--- src/rtl/pseudo_softmax_vec_if.sv ---
// Stream interface for pseudo_softmax_vec. It carries the score input stream
// and the (exponent, mantissa) output stream, each with valid/ready.
interface pseudo_softmax_vec_if #(
  parameter int N  = 4,
  parameter int W  = 3,
  parameter int EW = 4,
  parameter int MB = 3
);
  localparam int IW = $clog2(N);

  logic          in_valid;
  logic          in_ready;
  logic [W-1:0]  in_data;
  logic          out_valid;
  logic          out_ready;
  logic [EW-1:0] out_exp;
  logic [MB-1:0] out_mant;
  logic [IW-1:0] out_index;
  logic          out_last;
  logic          busy;

  modport slave (
    input  in_valid, in_data, out_ready,
    output in_ready, out_valid, out_exp, out_mant, out_index, out_last, busy
  );

  modport master (
    output in_valid, in_data, out_ready,
    input  in_ready, out_valid, out_exp, out_mant, out_index, out_last, busy
  );
endinterface

--- src/rtl/pseudo_softmax_vec.sv ---
// Base-2 pseudo-softmax over a vector of N unsigned scores.
// LOAD buffers the vector and tracks its maximum. SUM accumulates
// 2^-(max-x_i) in fixed point. NORM extracts the leading-one position and
// the mantissa of the sum. EMIT streams y_i ~= 2^-e * (1 + mant/2^MB).
module pseudo_softmax_vec #(
  parameter int N    = 4,
  parameter int W    = 3,
  parameter int EW   = 4,
  parameter int MB   = 3,
  parameter int FRAC = 8
) (
  input logic                clk,
  input logic                rst_n,
  pseudo_softmax_vec_if.slave bus
);
  localparam int IW  = $clog2(N);
  localparam int SW  = FRAC + 1 + IW;   // sum width, wide enough for N * 1.0
  localparam int LW  = $clog2(SW);      // leading-one position width
  localparam int EXW = W + IW + 1;      // unsaturated exponent width

  typedef enum logic [1:0] {LOAD, SUM, NORM, EMIT} state_t;

  state_t         state, state_nxt;
  logic [IW-1:0]  cnt;
  logic [W-1:0]   max_q;
  logic [SW-1:0]  sum_q;
  logic [W-1:0]   vbuf [N];
  logic [EXW-1:0] l_q;
  logic [MB-1:0]  f_q;

  logic           accept;
  logic           last_cnt;
  logic [W-1:0]   d_cur;
  logic [SW-1:0]  term;
  logic [LW-1:0]  lead;
  logic [SW-1:0]  norm;
  logic [MB-1:0]  f_nxt;
  logic [EXW-1:0] l_nxt;
  logic [EXW-1:0] e_full;
  logic [EW-1:0]  e_out;
  logic [MB-1:0]  m_out;

  assign accept   = bus.in_valid && (state == LOAD);
  assign last_cnt = (cnt == IW'(N - 1));
  assign d_cur    = max_q - vbuf[cnt];

  // Next-state logic: sequence LOAD -> SUM -> NORM -> EMIT -> LOAD.
  // NOTE: every combinational output gets a default first so no latch is inferred.
  always_comb begin
    state_nxt = state;
    case (state)
      LOAD: if (accept && last_cnt) state_nxt = SUM;
      SUM:  if (last_cnt) state_nxt = NORM;
      NORM: state_nxt = EMIT;
      EMIT: if (bus.out_ready && last_cnt) state_nxt = LOAD;
      default: state_nxt = LOAD;
    endcase
  end

  // State register.
  always_ff @(posedge clk or negedge rst_n) begin
    if (!rst_n) state <= LOAD;
    else        state <= state_nxt;
  end

  // Fixed-point term 2^-d for the SUM phase; vanishes once d exceeds FRAC.
  always_comb begin
    term = '0;
    if (int'(d_cur) <= FRAC) term = (SW'(1) << FRAC) >> d_cur;
  end

  // Leading one of the sum, and the MB bits just below it (truncated).
  always_comb begin
    lead = '0;
    for (int i = 0; i < SW; i++) begin
      if (sum_q[i]) lead = LW'(i);
    end
    norm  = sum_q >> (lead - LW'(FRAC));
    f_nxt = MB'(norm >> (FRAC - MB));
    l_nxt = EXW'(int'(lead) - FRAC);
  end

  // Per-element exponent and mantissa, saturated to the output range.
  always_comb begin
    e_full = EXW'(d_cur) + l_q + EXW'(f_q != '0);
    e_out  = EW'(e_full);
    m_out  = (f_q == '0) ? '0 : MB'(0) - f_q;
    if (int'(e_full) > (2 ** EW) - 1) begin
      e_out = '1;
      m_out = '0;
    end
  end

  // Datapath registers: buffer, max, sum, normalisation results and element counter.
  // NOTE: sequential state uses non-blocking assignments so all registers update together.
  always_ff @(posedge clk or negedge rst_n) begin
    if (!rst_n) begin
      cnt   <= '0;
      max_q <= '0;
      sum_q <= '0;
      l_q   <= '0;
      f_q   <= '0;
      // NOTE: the score buffer is small, so it is cleared on reset like any register.
      for (int i = 0; i < N; i++) vbuf[i] <= '0;
    end else begin
      case (state)
        LOAD: if (accept) begin
          vbuf[cnt] <= bus.in_data;
          if (cnt == '0 || bus.in_data > max_q) max_q <= bus.in_data;
          cnt <= last_cnt ? '0 : cnt + IW'(1);
        end
        SUM: begin
          sum_q <= sum_q + term;
          cnt   <= last_cnt ? '0 : cnt + IW'(1);
        end
        NORM: begin
          l_q <= l_nxt;
          f_q <= f_nxt;
        end
        EMIT: if (bus.out_ready) begin
          cnt <= last_cnt ? '0 : cnt + IW'(1);
          if (last_cnt) begin
            sum_q <= '0;
            max_q <= '0;
          end
        end
        default: ;
      endcase
    end
  end

  assign bus.in_ready  = (state == LOAD);
  assign bus.busy      = (state != LOAD);
  assign bus.out_valid = (state == EMIT);
  assign bus.out_exp   = (state == EMIT) ? e_out : '0;
  assign bus.out_mant  = (state == EMIT) ? m_out : '0;
  assign bus.out_index = (state == EMIT) ? cnt : '0;
  assign bus.out_last  = (state == EMIT) && last_cnt;
endmodule

--- src/flat_wrapper.sv ---
// flat-port wrapper written by rule: the top's interface ports become plain ports
module pseudo_softmax_vec_flat 
#(
  parameter int N    = 4,
  parameter int W    = 3,
  parameter int EW   = 4,
  parameter int MB   = 3,
  parameter int FRAC = 8
)
  (clk, rst_n, bus_in_valid, bus_in_data, bus_out_ready, bus_in_ready, bus_out_valid, bus_out_exp, bus_out_mant, bus_out_index, bus_out_last, bus_busy);
  pseudo_softmax_vec_if #(.N(N), .W(W), .EW(EW), .MB(MB)) bus_i ();
  input logic clk;
  input logic rst_n;
  input wire logic [$bits(bus_i.in_valid)-1:0] bus_in_valid;
  input wire logic [$bits(bus_i.in_data)-1:0] bus_in_data;
  input wire logic [$bits(bus_i.out_ready)-1:0] bus_out_ready;
  output wire logic [$bits(bus_i.in_ready)-1:0] bus_in_ready;
  output wire logic [$bits(bus_i.out_valid)-1:0] bus_out_valid;
  output wire logic [$bits(bus_i.out_exp)-1:0] bus_out_exp;
  output wire logic [$bits(bus_i.out_mant)-1:0] bus_out_mant;
  output wire logic [$bits(bus_i.out_index)-1:0] bus_out_index;
  output wire logic [$bits(bus_i.out_last)-1:0] bus_out_last;
  output wire logic [$bits(bus_i.busy)-1:0] bus_busy;
  assign bus_i.in_valid = bus_in_valid;
  assign bus_i.in_data = bus_in_data;
  assign bus_i.out_ready = bus_out_ready;
  assign bus_in_ready = bus_i.in_ready;
  assign bus_out_valid = bus_i.out_valid;
  assign bus_out_exp = bus_i.out_exp;
  assign bus_out_mant = bus_i.out_mant;
  assign bus_out_index = bus_i.out_index;
  assign bus_out_last = bus_i.out_last;
  assign bus_busy = bus_i.busy;
  pseudo_softmax_vec #(.N(N), .W(W), .EW(EW), .MB(MB), .FRAC(FRAC)) u_core (.clk(clk), .rst_n(rst_n), .bus(bus_i));
endmodule
--- config.mk ---
export PLATFORM = sky130hd
export DESIGN_NAME = pseudo_softmax_vec_flat
export DESIGN_NICKNAME = d
export VERILOG_FILES = /design/src/rtl/pseudo_softmax_vec_if.sv /design/src/rtl/pseudo_softmax_vec.sv /design/src/flat_wrapper.sv
export SDC_FILE = /design/constraint.sdc
export NUM_CORES = 1
export LEC_CHECK = 0
export ABC_AREA = 1
export CAP_MARGIN = 5
export CORE_MARGIN = 1
export CORE_UTILIZATION = 58
export DETAILED_ROUTE_END_ITERATION = 8
export MAX_ROUTING_LAYER = met4
export PLACE_DENSITY = 0.8
export SKIP_CTS_REPAIR_TIMING = 1
export SLEW_MARGIN = 30
export SYNTH_ARGS = -nofsm -noshare
export SYNTH_HDL_FRONTEND = slang
export SYNTH_SLANG_ARGS = --single-unit
export TNS_END_PERCENT = 20
--- constraint.sdc ---
create_clock -name clk -period 4.1 [get_ports clk]
set_input_delay 0.615 -clock clk [delete_from_list [all_inputs] [get_ports clk]]
set_output_delay 0.615 -clock clk [all_outputs]
set_load 0.01 [all_outputs]
==> reports/qor.csv, run 1 <==
stage,metric,value,unit
drt,dr.pass1.iters,4,
global_route,grt_max_degree,37,
synthesis,synth-main-ff-cell,dfrtp_1,
critical_path,path_max_fanout,6,
critical_path,start_kind,register,
final_layout,finalNetCount,382,
placed_design,hpwl,4.217,mm
global_route,grt_usage,28.10,%
synthesis,netlist.area_leader.share,36.11,%
critical_path,worst-r2r-setup-slack,500,ps
clock_network,cts_root_buf,clkbuf_8,
worst_hold_path,hp-class,in2async,
critical_path,required,3480,ps
sta,worstMarginPinSlew,795.9,ps
final_layout,num_antenna_cells,0,
synthesis,synth.cell_area,2495,um2
placed_design,io_buffers,19,
synthesis,syn-num-nets,355,
final_layout,areaGrowthSynthToFinish,14.89,%
global_route,first_global_vias,1961,
floorplan,die_h,67.59,um
sta,slew_viol_final,0,
clock_network,clk_pin_slew,80,ps
critical_path,crit_arrival,3330,ps
drt,antenna_left,0,
drt,finalWirelength,5.511,mm
sta,skew,6.188,ps
drt,wl_met1,2.644,mm
global_route,antenna_found_initial,0,
synthesis,yosysMostFrequentCell,nand2_1,
floorplan,core_area,4058,um2
placed_design,place_congestion,0.8582,
synthesis,synth_cells,321,
synthesis,syn_avg_cell_area,7.772,um2
global_route,overflow,0,
synthesis,synth_top_cells_by_area,"dfrtp_1 36%, ha_1 12%, nand2_1 9.0%",
critical_path,critPathBufInv,3,
drt,vias_per_cell,5.496,
final_layout,drive_gt1_share,8.883,%
floorplan,die_w,67.59,um
floorplan,row_count,23,
sta,hold_viol,0,
critical_path,path_delay_family,adder cells,
drt,via_count,2193,
critical_path,crit_start,u_core.cnt[0],
critical_path,cp_slowest_stage_delay,460,ps
clock_network,numCtsBuffers,5,
drt,wire_per_inst,13.81,um
status,outcome,"finished, final reports clean",
synthesis,synth-warning-count,0,
sta,min_period_over_period,96.15,%
drt,drc,0,
synthesis,synth_seq_cells,36,
clock_network,clk_latency,300,ps
synthesis,synth_common_cells,"60 x nand2_1, 49 x inv_1, 36 x dfrtp_1, 33 x o21ai_0, 27 x nand3_1",
synthesis,synth.largest_area_cell,dfrtp_1,
critical_path,reg2reg_to,u_core.sum_q[7],
clock_network,cts_sinks,36,
drt,drtIter0Drc,184,
clock_network,cts_tree,built,
final_layout,fillers,342,
critical_path,r2r_start,u_core.cnt[0],
critical_path,crit_cells,14,
drt,wl_met3,289,um
clock_network,htree_levels,2,
sta,period_needed,3942,ps
sta,setup_violations,0,
critical_path,cp_cell_sequence,buf_4 > o21ai_1 > o22ai_2 > fa_1 > xor2_1 > or2_4 > nand2_4 > inv_4 > ha_1 > o211ai_1 > o211ai_2 > nand2_1 > nor3_1 > clkbuf_2,
sta,fmax,253.7,MHz
global_route,grt_pass1_wl,9.018,mm
critical_path,worst-r2r-cell-count,17,
floorplan,pin_count,20,
synthesis,synth_cell_type_count,34,
floorplan,start_util,61.49,%
run,timing.max_cap.violations,0,
critical_path,crit_slowest_cell,dfrtp_2,
synthesis,synth_seq_area_share,36.11,%
synthesis,synth_edf_count,0,
critical_path,critPathKind,reg2out,
critical_path,endpoint_kind,output port,
floorplan,die_area,4568,um2
sta,relSlewSlack,46.94,%
final_layout,postLayoutCoreUtil,70.64,%
clock_network,clockBufferDepth,2,
synthesis,ys_async_sr_fraction,100.0,%
drt,highest_layer,met4,
critical_path,crit_end,bus_out_mant[0],
drt,wl_met2,2.474,mm
-- layout by cell type (no fill, tap or decap), types with 2 or more instances in the layout --
cell type	n
a21oi_1	17
buf_4	5
clkbuf_8	6
clkdlybuf4s50_1	11
clkinv_2	2
dfrtp_1	34
dfrtp_2	2
dlymetal6s2s_1	6
fa_1	3
ha_1	24
inv_1	49
inv_2	2
nand2_1	60
nand3_1	27
nor2_1	18
nor2_2	2
nor3_1	10
o211ai_1	3
o21ai_0	31
o21ai_1	6
o22ai_1	7
xor2_1	6
-- layer usage --
layer  up-vias  global-route usage [%]
met1      1009                   37.23
met5         -                       -
met2        56                   42.82
met3        11                   4.730
met4         0                   10.64
li1       1117                       -
-- stage by stage --
stage | instance area (um2) | hold slack [ps] | instances | TNS, ps | setup WS (ps)
after floorplan | 2495 | 319.4 | 321 | 0 | 627.3
after global placement | 2725 | 472.9 | 387 | 0 | 152.5
after detailed placement | 2725 | 468.9 | 387 | 0 | 34.24
after CTS | 2818 | 430.2 | 395 | -1188 | -297.6
after global routing | 2867 | 475.9 | 399 | -24.80 | -13.60
final | 2867 | 392.1 | 399 | 0 | 158.0
-- worst reg2reg max path: cells and delay by family, from the launching register on --
family | cells | cell delay, ps
AO/OA/AOI/OAI | 5 | 730
XOR/XNOR | 2 | 330
adder cells (fa/ha/maj) | 3 | 1060
buffers and inverters | 2 | 240
flip-flops | 1 | 460
AND/OR/NAND/NOR | 5 | 690
-- how the worst min path moves through the flow --
stage | endpoint | slack [ps] | depth (start not counted) | start
global placement | u_core.vbuf[7] | 470 | 2 | u_core.vbuf[7]
global route | u_core.state[0] | 480 | 1 | rst_n
floorplan | u_core.cnt[0] | 320 | 0 | rst_n
finish | u_core.state[0] | 390 | 1 | rst_n
detailed placement | u_core.f_q[0] | 470 | 2 | u_core.f_q[0]
CTS | u_core.state[0] | 430 | 1 | rst_n
-- kinds of logic after synthesis --
family	after synthesis	share of synthesized area [%]
compound gates	70	15.80
xor+xnor	6	2.106
fa+ha+maj	27	14.44
buf+inv	58	9.428
flops	36	36.11
simple gates	124	22.12
-- state kept, by name, summed over array words and instances (netlist names) --
signal / flops
u_core.vbuf: 12
u_core.sum_q: 10
u_core.l_q: 4
u_core.f_q: 3
u_core.max_q: 3
u_core.cnt: 2
u_core.state: 2
-- cell type report --
cell class                      count  area (um2)  share of cell area [%]
Tap cell                           50       62.56                   2.182
Multi-Input combinational cell    227        1365                   47.62
Timing Repair Buffer               24       232.7                   8.119
Sequential cell                    36       903.4                   31.51
Clock buffer                        6       82.58                   2.881
Inverter                           54       210.2                   7.333
Clock inverter                      2       10.01                  0.3492
Power of run 1 is left out: the tool's default activity adds up to more than one toggle a clock period on the data nets, which glitch-free logic cannot reach.
==> run 2: changes to the inputs <==
--- a/config.mk
+++ b/config.mk
@@ -14,4 +14,5 @@
 export PLACE_DENSITY = 0.8
 export SKIP_CTS_REPAIR_TIMING = 1
+export SKIP_LAST_GASP = 1
 export SLEW_MARGIN = 30
 export SYNTH_ARGS = -nofsm -noshare
==> constraint.sdc (replaced) <==
create_clock -name clk -period 4.1 [get_ports clk]
set_input_delay 0.82 -clock clk [delete_from_list [all_inputs] [get_ports clk]]
set_output_delay 0.82 -clock clk [all_outputs]
set_load 0.01 [all_outputs]
==> run 2 against run 1 <==
Net effect: die area did not move; wire length is 4.4% higher; sequential share of layout area down 0.36 points; clock skew rose by 3.4 ps; final cell count up 0.75%; critical path depth unchanged; final area grew 1.0%; worst setup slack got worse by 45 ps; largest cell class unchanged.
==> reports/qor.csv, run 2 (synthesis gave the netlist of run 1 again) <==
stage,metric,value,unit
clock_network,cts_root_buf,clkbuf_8,
worst_hold_path,min_to,u_core.f_q[0],
floorplan,core_area,4058,um2
drt,wl_met2,2.597,mm
placed_design,pre_cts_slack,-93.36,ps
sta,period_needed,3988,ps
drt,wire_per_inst,14.31,um
clock_network,htree_levels,2,
sta,fin_ws,112.5,ps
final_layout,drive_gt1_share,10.51,%
run,timing.max_cap.violations,0,
drt,dr.pass1.iters,5,
critical_path,crit_arrival,3170,ps
placed_design,dpl-instance-area,2770,um2
critical_path,path_max_fanout,6,
critical_path,worst-r2r-cell-count,18,
sta,setup_violations,0,
floorplan,start_util,61.49,%
final_layout,mostFrequentLayoutCells,"59 x nand2_1, 49 x inv_1, 35 x dfrtp_1",
status,outcome,"finished, final reports clean",
placed_design,place_congestion,0.9012,
clock_network,clk_latency,300,ps
final_layout,design_area,2895,um2
floorplan,row_count,23,
placed_design,hpwl,4.356,mm
drt,wl_met3,227,um
drt,via_count,2243,
final_layout,num_antenna_cells,0,
floorplan,pin_count,20,
clock_network,numCtsBuffers,5,
worst_hold_path,hold_depth,2,
final_layout,layout.cells.non_filler,402,
sta,min_period_over_period,97.26,%
global_route,overflow,0,
worst_hold_path,hp-class,reg2reg,
critical_path,worst-r2r-setup-slack,440,ps
placed_design,numPlacedInstances,393,
final_layout,areaGrowthSynthToFinish,16.05,%
floorplan,die_h,67.59,um
final_layout,reg_top3,"u_core.vbuf (12), u_core.sum_q (10), u_core.l_q (4)",
critical_path,r2r_start,u_core.cnt[0],
critical_path,reg2reg_to,u_core.sum_q[9],
sta,slew_viol_final,0,
final_layout,finalNetCount,385,
critical_path,required,3280,ps
global_route,antenna_found_initial,0,
final_layout,largest_reg_flops,12,
global_route,grt_max_degree,37,
global_route,first_global_vias,2071,
sta,relSlewSlack,44.82,%
sta,hold_viol,0,
clock_network,cts_sinks,36,
sta,fmax,250.8,MHz
drt,antenna_left,0,
drt,vias_per_cell,5.580,
worst_hold_path,min_from,u_core.f_q[0],
sta,worstMarginPinSlew,827.7,ps
floorplan,die_w,67.59,um
final_layout,regMostFlops,u_core.vbuf,
drt,drc,0,
global_route,grt_usage,29.17,%
drt,finalWirelength,5.753,mm
floorplan,die_area,4568,um2
critical_path,start_kind,register,
clock_network,clk_pin_slew,80,ps
critical_path,critPathKind,reg2out,
placed_design,io_buffers,19,
global_route,grt_pass1_wl,9.446,mm
clock_network,clockBufferDepth,2,
sta,skew,9.619,ps
drt,drtIter0Drc,140,
drt,wl_met1,2.855,mm
final_layout,mostFrequentLayoutCell,nand2_1,
drt,highest_layer,met4,
clock_network,cts_tree,built,
critical_path,endpoint_kind,output port,
[run 2: worst max-delay path by stage]
stage                        startpoint              end
final                     u_core.cnt[0]   bus_out_exp[3]
after global routing      u_core.cnt[0]   bus_out_exp[0]
after CTS                 u_core.cnt[0]  bus_out_mant[0]
after detailed placement  u_core.cnt[0]  bus_out_mant[0]
after global placement    u_core.cnt[0]  bus_out_mant[0]
after floorplan           u_core.cnt[0]  bus_out_mant[0]
[run 2: final cells by class]
type                    count  area [um2]
inverters                  54       210.2
clock buffers               5       68.82
clock inverters             3       42.54
fillers                   342        1162
repair buffers             27       240.2
multi-input cells         227        1369
flip-flops and latches     36       902.1
well taps                  50       62.56
[run 2: layer usage]
layer  track usage [%]  vias to the layer above
met5                 -                        -
met4             9.840                        0
met3             4.223                        6
met2             45.05                       57
met1             38.98                     1056
li1                  -                     1124
[run 2: worst max-delay path, cell delays in order (launching register included)]
cell,delay [ps]
dfrtp_2,470
buf_4,180
o21ai_1,160
o22ai_1,140
fa_2,380
xor2_1,160
or2_4,260
nand2_4,70
inv_4,40
ha_1,290
o211ai_1,140
o211ai_2,130
buf_4,160
a21oi_1,130
clkbuf_2,150
[run 2: stage by stage]
step / hold slack [ps] / setup TNS (ps) / util, %
2_1_floorplan: 447.8 / 0 / -
3_3_place_gp: 470.4 / 0 / 68.27
3_5_place_dp: 471.7 / -267.4 / 68.27
4_1_cts: 489.0 / -2619 / 71.01
5_1_grt: 527.8 / -59.71 / 71.35
6_report: 490.5 / 0 / 71.35
Power of run 2 is left out for the same reason.
